File: config.mk
export PLATFORM = sky130hd
export DESIGN_NAME = clock_gate_ctrl
export DESIGN_NICKNAME = d
export VERILOG_FILES = /design/src/rtl/clock_gate_ctrl.sv
export SDC_FILE = /design/constraint.sdc
export NUM_CORES = 1
export LEC_CHECK = 0
export ABC_AREA = 1
export ABC_CLOCK_PERIOD_IN_PS = 4300
export CORE_MARGIN = 3
export CORE_UTILIZATION = 57
export DETAILED_ROUTE_END_ITERATION = 10
export GPL_TIMING_DRIVEN = 0
export PLACE_DENSITY_LB_ADDON = 0.1
export SLEW_MARGIN = 15
export SYNTH_ARGS = -nofsm -noshare
export SYNTH_HDL_FRONTEND = slang
export SYNTH_SLANG_ARGS = --single-unit
File: constraint.sdc
create_clock -name clock -period 4.3 [get_ports clock]
set_clock_uncertainty 0.2 [all_clocks]
set_input_delay 0.645 -clock clock [delete_from_list [all_inputs] [get_ports clock]]
set_output_delay 0.645 -clock clock [all_outputs]
set_load 0.005 [all_outputs]
File: src/rtl/clock_gate_ctrl.sv
// Clock-gate controller: stops the gated domain clock after a programmable idle
// period and restarts it on demand, holding off clk_ready until the clock settles.
module clock_gate_ctrl #(
  parameter int IDLE_W = 8,
  parameter int WAKE_W = 4,
  parameter int CNT_W  = 16
) (
  input  logic              clock,
  input  logic              reset,
  input  logic              req_valid,
  input  logic              busy,
  input  logic              te,
  input  logic              cfg_disable,
  input  logic [IDLE_W-1:0] cfg_idle_thresh,
  input  logic [WAKE_W-1:0] cfg_wake_lat,
  output logic              gate_en,
  output logic              clk_ready,
  output logic              gated,
  output logic [CNT_W-1:0]  gate_count
);

  typedef enum logic [1:0] {RUN, COUNT, GATED, WAKE} state_t;

  state_t            state;
  logic [IDLE_W-1:0] idle_cnt;
  logic [WAKE_W-1:0] wake_cnt;
  logic              en_q;
  logic              wake_cond;

  assign wake_cond = req_valid | busy | cfg_disable;

  // Test enable bypasses the FSM so scan always sees a running clock.
  assign gate_en = en_q | te;

  // NOTE: every state and output register here updates with <= so all of them
  // see the same pre-edge values; blocking assignments would create ordering races.
  always_ff @(posedge clock) begin
    if (reset) begin
      state      <= RUN;
      idle_cnt   <= '0;
      wake_cnt   <= '0;
      gate_count <= '0;
      en_q       <= 1'b1;
      clk_ready  <= 1'b1;
      gated      <= 1'b0;
    end else begin
      case (state)
        RUN: begin
          if (!wake_cond && cfg_idle_thresh != '0) begin
            state    <= COUNT;
            idle_cnt <= IDLE_W'(1);
          end else begin
            idle_cnt <= '0;
          end
        end

        COUNT: begin
          if (wake_cond || cfg_idle_thresh == '0) begin
            state    <= RUN;
            idle_cnt <= '0;
          end else if (idle_cnt >= cfg_idle_thresh) begin
            // >= so a threshold lowered mid-count gates immediately.
            state     <= GATED;
            idle_cnt  <= '0;
            en_q      <= 1'b0;
            clk_ready <= 1'b0;
            gated     <= 1'b1;
            if (gate_count != '1) gate_count <= gate_count + CNT_W'(1);
          end else begin
            idle_cnt <= idle_cnt + IDLE_W'(1);
          end
        end

        GATED: begin
          if (wake_cond) begin
            state    <= WAKE;
            wake_cnt <= '0;
            en_q     <= 1'b1;
            gated    <= 1'b0;
          end
        end

        WAKE: begin
          // Once started, a wake always completes so the clock settles fully.
          if (wake_cnt >= cfg_wake_lat) begin
            state     <= RUN;
            wake_cnt  <= '0;
            clk_ready <= 1'b1;
          end else begin
            wake_cnt <= wake_cnt + WAKE_W'(1);
          end
        end

        default: begin
          state     <= RUN;
          idle_cnt  <= '0;
          wake_cnt  <= '0;
          en_q      <= 1'b1;
          clk_ready <= 1'b1;
          gated     <= 1'b0;
        end
      endcase
    end
  end

endmodule

Yosys cells after proc, flatten, opt, wreduce, memory -nomap -nowiden
Cells that the tools add are included.
{"block": "word_totals", "reg_bits": 33, "inputBits": 18, "out_inout_bits": 19, "word_cells": 64}
{"block": "classes", "addsub": 3, "order_cmp": 2, "n_eq_ne": 10, "muxes": 23, "bitwise_logic": 4, "reduce_logical": 15}
{"op": "16-bit by 1-bit adder with 16-bit output, second input constant", "count": 1}
{"op": "8-bit 2-to-1 mux", "count": 2}
{"op": "16-bit != test, second input constant", "count": 1}
{"op": "8-bit case mux with 2 select lines", "count": 1}
{"op": "4-bit AND reduction", "count": 4}
{"op": "2-bit 2-to-1 mux", "count": 5}
{"op": "2-bit != test, second input constant", "count": 5}
{"op": "8-bit by 1-bit adder with 8-bit output, second input constant", "count": 1}
{"op": "8-bit >= comparator", "count": 1}
{"op": "8-bit zero test", "count": 1}
{"op": "1-bit 2-to-1 mux", "count": 8}
{"op": "4-bit 2-to-1 mux", "count": 2}
{"op": "2-bit case mux with 4 select lines", "count": 1}
{"op": "4-bit case mux with 2 select lines", "count": 1}
{"op": "2-bit nonzero test", "count": 4}
{"op": "8-bit nonzero test", "count": 1}
{"op": "1-bit case mux with 2 select lines", "count": 3}
{"op": "4-bit by 1-bit adder with 4-bit output, second input constant", "count": 1}
{"op": "2-bit == test, second input constant", "count": 2}
{"op": "4-bit >= comparator", "count": 1}
{"op": "3-bit != test, second input constant", "count": 1}
{"op": "1-bit OR", "count": 3}
{"op": "2-bit by 1-bit == test with 1-bit output, second input constant", "count": 1}
{"op": "2-bit zero test", "count": 1}
{"op": "other kinds (5)", "count": 5}

Depth between registers and ports, before layout
{"block": "depth", "depth_word": 6, "mapped_depth": 14, "ltp_nobuf": 14}

Least setup slack after synthesis
Ideal clock, no wire load.
{"block": "synth_path", "kind": "input to register", "from": "input cfg_idle_thresh[0]", "to": "register gate_count[5]", "setup_time_ns": 0.139, "arrival_time_ns": 1.863, "required_ns": 3.961, "setup_slack_ns": 2.098, "stages": 13, "path_buffers": 1, "path_cell_list": "ha_1 inv_1 nand2_1 nand2_1 nand2_1 nand2_1 nand2_1 nand2_1 nand2_1 nand3_4 buf_8 nand2_1 a21oi_2"}
{"block": "synth_via", "elab_chain_cells": 4, "elab_cells_between_ends": 5, "cone_classes": "1 x order compare; 1 x bitwise; 3 x reduce/logical"}
{"element": "from (decl)", "line": "14", "rtl": "input logic [IDLE_W-1:0] cfg_idle_thresh,"}
{"element": "branches (longest 3 deep; another with 8-bit >= comparator)"}
{"element": "4-bit AND reduction (no line) *"}
{"element": "to (signal assigned)", "line": "68", "rtl": "if (gate_count != '1) gate_count <= gate_count + CNT_W'(1);"}
{"element": "to (decl)", "line": "19", "rtl": "output logic [CNT_W-1:0] gate_count"}
Mark *: on every way between the ends.
A chain may end at the register's enable or synchronous reset.

Final worst setup path
{"block": "layout_path", "from": "input cfg_idle_thresh[1]", "to": "register gate_count[9]"}
Same word-level chain as after synthesis.

==> key figures <==
Status
  – Status: complete, no violations

Critical path
  – CP Launch Type: input pin
  – Reg-to-reg startpoint: idle_cnt[0]$_SDFFE_PP0P_
  – Flop2flop setup slack: around 2000 ps
  – Crit path kind: input pin to flop
  – Worst reg2reg endpoint: gate_count[9]$_SDFFE_PP0P_
  – WP data arrival: around 2700 ps
  – CP Max Fanout: 10
  – CP required: ~4300 ps
  – R2R depth: 13
  – Critical path endpoint category: flop

Floorplanning
  – Initial Util: 0.599
  – Core area: roughly 0.0037 mm2
  – Die ar.: 0.00469 mm2
  – Die Ht: between 60 and 70 um
  – FP Rows: 22
  – I/O Pins: 37
  – Die Wd: 68.5 um

STA
  – Final-report hold violation count: 0
  – Final setup violation count: 0
  – Unrepaired setup endpoints after global routing: false
  – Worst slew pin tran: 683 ps
  – TNS Setup: 0 ps
  – Relative slew slack: 0.544
  – Final slew viol count: 0
  – Min Tclk post-route: approximately 2600 ps
  – Crit share post-route: 0.613
  – Fin worst setup slack: between 1500 and 2000 ps
  – Fmax: approximately 0.38 GHz

Logic synthesis
  – XOR/XNOR Fraction of Synth Area: 0.0433
  – Mux cell area share after synthesis: 0
  – Simple-Gate Fraction of Synth Area: 0.366
  – Syn_nets: roughly 360
  – Mapped Cells: approximately 320
  – Netlist cell types: 33
  – Synth Area in Compound Gates: 0.115
  – Register bit total from synthesis: 33
  – Adder-cell area share of the yosys netlist: 0.0844
  – Ys flop type: dfxtp_1
  – Sequential share of the synthesized area: 0.297
  – EDFF count, synth: 0
  – Async SR Flop Fraction: 0
  – Combinational family with the most area after synthesis: simple AND/OR/NAND/NOR gates
  – Synthesized area: roughly 0.0022 mm2
  – Synth Area per Inst: a little under 7 um2
  – Synth warnings: 0

Detailed routing
  – Via density per instance: between 5 and 6
  – Final wirelength: slightly below 5000 um
  – DRT iter0 DRCs: 91
  – Total number of vias: 2160
  – Post-DRT Antenna Nets: 0
  – DRC: 0
  – Wire per inst: 11.6 um
  – First-pass iteration count of the detailed router: 5

Layout
  – Multi-input gate area: approximately 0.0014 mm2
  – P&R area growth vs syn: 22.2%
  – Antenna cell count: 0
  – Register area: roughly 660 um2
  – # fillers: 319
  – Fin nets: around 400
  – Most frequent cells in the layout: 79 x nand2_1, 40 x inv_1, 36 x nor2_1
  – Share of post-route cells with drive strength above 1: 0.0929
  – Most common cell after layout, fill and taps aside: nand2_1

CTS
  – Clock transition at path regs: ~70 ps
  – Worst-Skew Late Latency: approximately 290 ps
  – Clock Sinks: 33
  – Max clock buf depth: 2
  – CTS tree: done
  – Setup repair bufs after CTS: 0
  – CTS H-tree lvls: 2
  – Total CTS buffers: 5
  – PostCTS Resize Cnt: 0
  – CTS Hold Buffers Added: 0
  – CTS root buf: clkbuf_8

Global route
  – Initial antenna violation count: 0
  – Largest net degree at the start of global routing: 11
  – First-pass GRT wire length: between 7000 and 8000 um
  – All-Layer GR Usage: 0.220
  – Gr ovfl total: 0
  – Vias in the first global route: ~2000

Hold path
  – Hold Path Stages: 2
  – Hold crit path type: flop to flop
  – Min-Delay Endpoint: en_q$_SDFFE_PP1P_
  – Worst hold start: en_q$_SDFFE_PP1P_

Placed design
  – Port Buffer Count: 35
  – Dpl ws: around 1400 ps
  – RePlAce Congestion: about 0.84
  – HPWL after DPL: 3620 um

Power and ir drop
  – Worst vdd ir: ~0.00016 V
  – Pwr Density: between 200 and 250 mW/mm2
  – Total power: approximately 590 uW
  – Leakage: between 0.001 and 0.0015 uW

Flow run
  – Maxcap violations: 0
-- worst max path at each step --
stage	to	cells after the start	from	slack [ps]
floorplan	gate_count[5]$_SDFFE_PP0P_	13	cfg_idle_thresh[0]	2100
global placement	gate_count[8]$_SDFFE_PP0P_	13	cfg_idle_thresh[3]	1400
detailed placement	gate_count[9]$_SDFFE_PP0P_	12	cfg_idle_thresh[1]	1370
CTS	gate_count[9]$_SDFFE_PP0P_	12	cfg_idle_thresh[1]	1670
global route	gate_count[11]$_SDFFE_PP0P_	13	cfg_idle_thresh[0]	1440
finish	gate_count[9]$_SDFFE_PP0P_	12	cfg_idle_thresh[1]	1660
-- where the power goes --
| part | total [uW] | switching, uW | internal [uW] |
|---|---|---|---|
| sequential | 311 | 2.45 | 308 |
| clock | 225 | 113 | 112 |
| combinational | 55.9 | 29.6 | 26.2 |
-- cells by family after synthesis --
group,after synthesis
compound gates,41
flops,33
xor+xnor,11
buf+inv,51
simple gates,172
fa+ha+maj,15
-- synth_stat cells (2+ instances only) --
master,count,area (um2)
or2_2,2,12.5
inv_2,2,7.51
dfxtp_1,33,661
nand2_2,2,12.5
a21oi_1,19,95.1
xnor2_1,4,35.0
nand3_4,3,52.6
o21ai_0,6,30.0
o21a_1,2,15.0
a21oi_2,9,78.8
nor2_1,36,135
nand4_1,20,125
nand3_1,24,120
inv_1,40,150
ha_1,15,188
a21o_1,2,15.0
nand2_1,79,297
clkbuf_1,4,15.0
xor2_1,7,61.3
-- metrics by stage --
| stage | hold slack, ps | util | cells | cell area [um2] |
|---|---|---|---|---|
| after floorplan | 211 | - | 323 | 2220 |
| after global placement | 227 | 0.709 | 406 | 2640 |
| after detailed placement | 234 | 0.709 | 406 | 2640 |
| after CTS | 250 | 0.731 | 414 | 2720 |
| after global routing | 287 | 0.731 | 414 | 2720 |
| final | 243 | 0.731 | 414 | 2720 |
-- flip-flops by register name (all words and copies together) (netlist names), named ones only --
signal	count
en_q	1
gated	1
idle_cnt	8
clk_ready	1
gate_count	16
state	1
wake_cnt	4
-- area by class of cell --
type,instances,share of cell area
flip-flops and latches,33,0.243
multi-input cells,239,0.499
plain buffers,8,0.0170
clock buffers,6,0.0267
inverters,43,0.0599
clock inverters,2,0.00368
repair buffers,35,0.129
well taps,48,0.0221
-- routing by layer --
metal	track usage	vias to the layer above	wire length [um]
met5	0	-	0
met4	0.0918	0	63
met3	0.0525	6	201
met2	0.384	48	2360
met1	0.255	966	2180
li1	-	1140	-
-- critical path, cell delays in order --
cell	delay (ps)
clkdlybuf4s50_1	480
inv_1	50
ha_1	270
nand2_1	50
nand2_1	50
nand2_1	50
nand2_1	60
nand2_1	140
nand2_1	270
buf_2	270
nand4_1	150
a21oi_2	160
No activity file was read; power rests on OpenSTA's default activity.
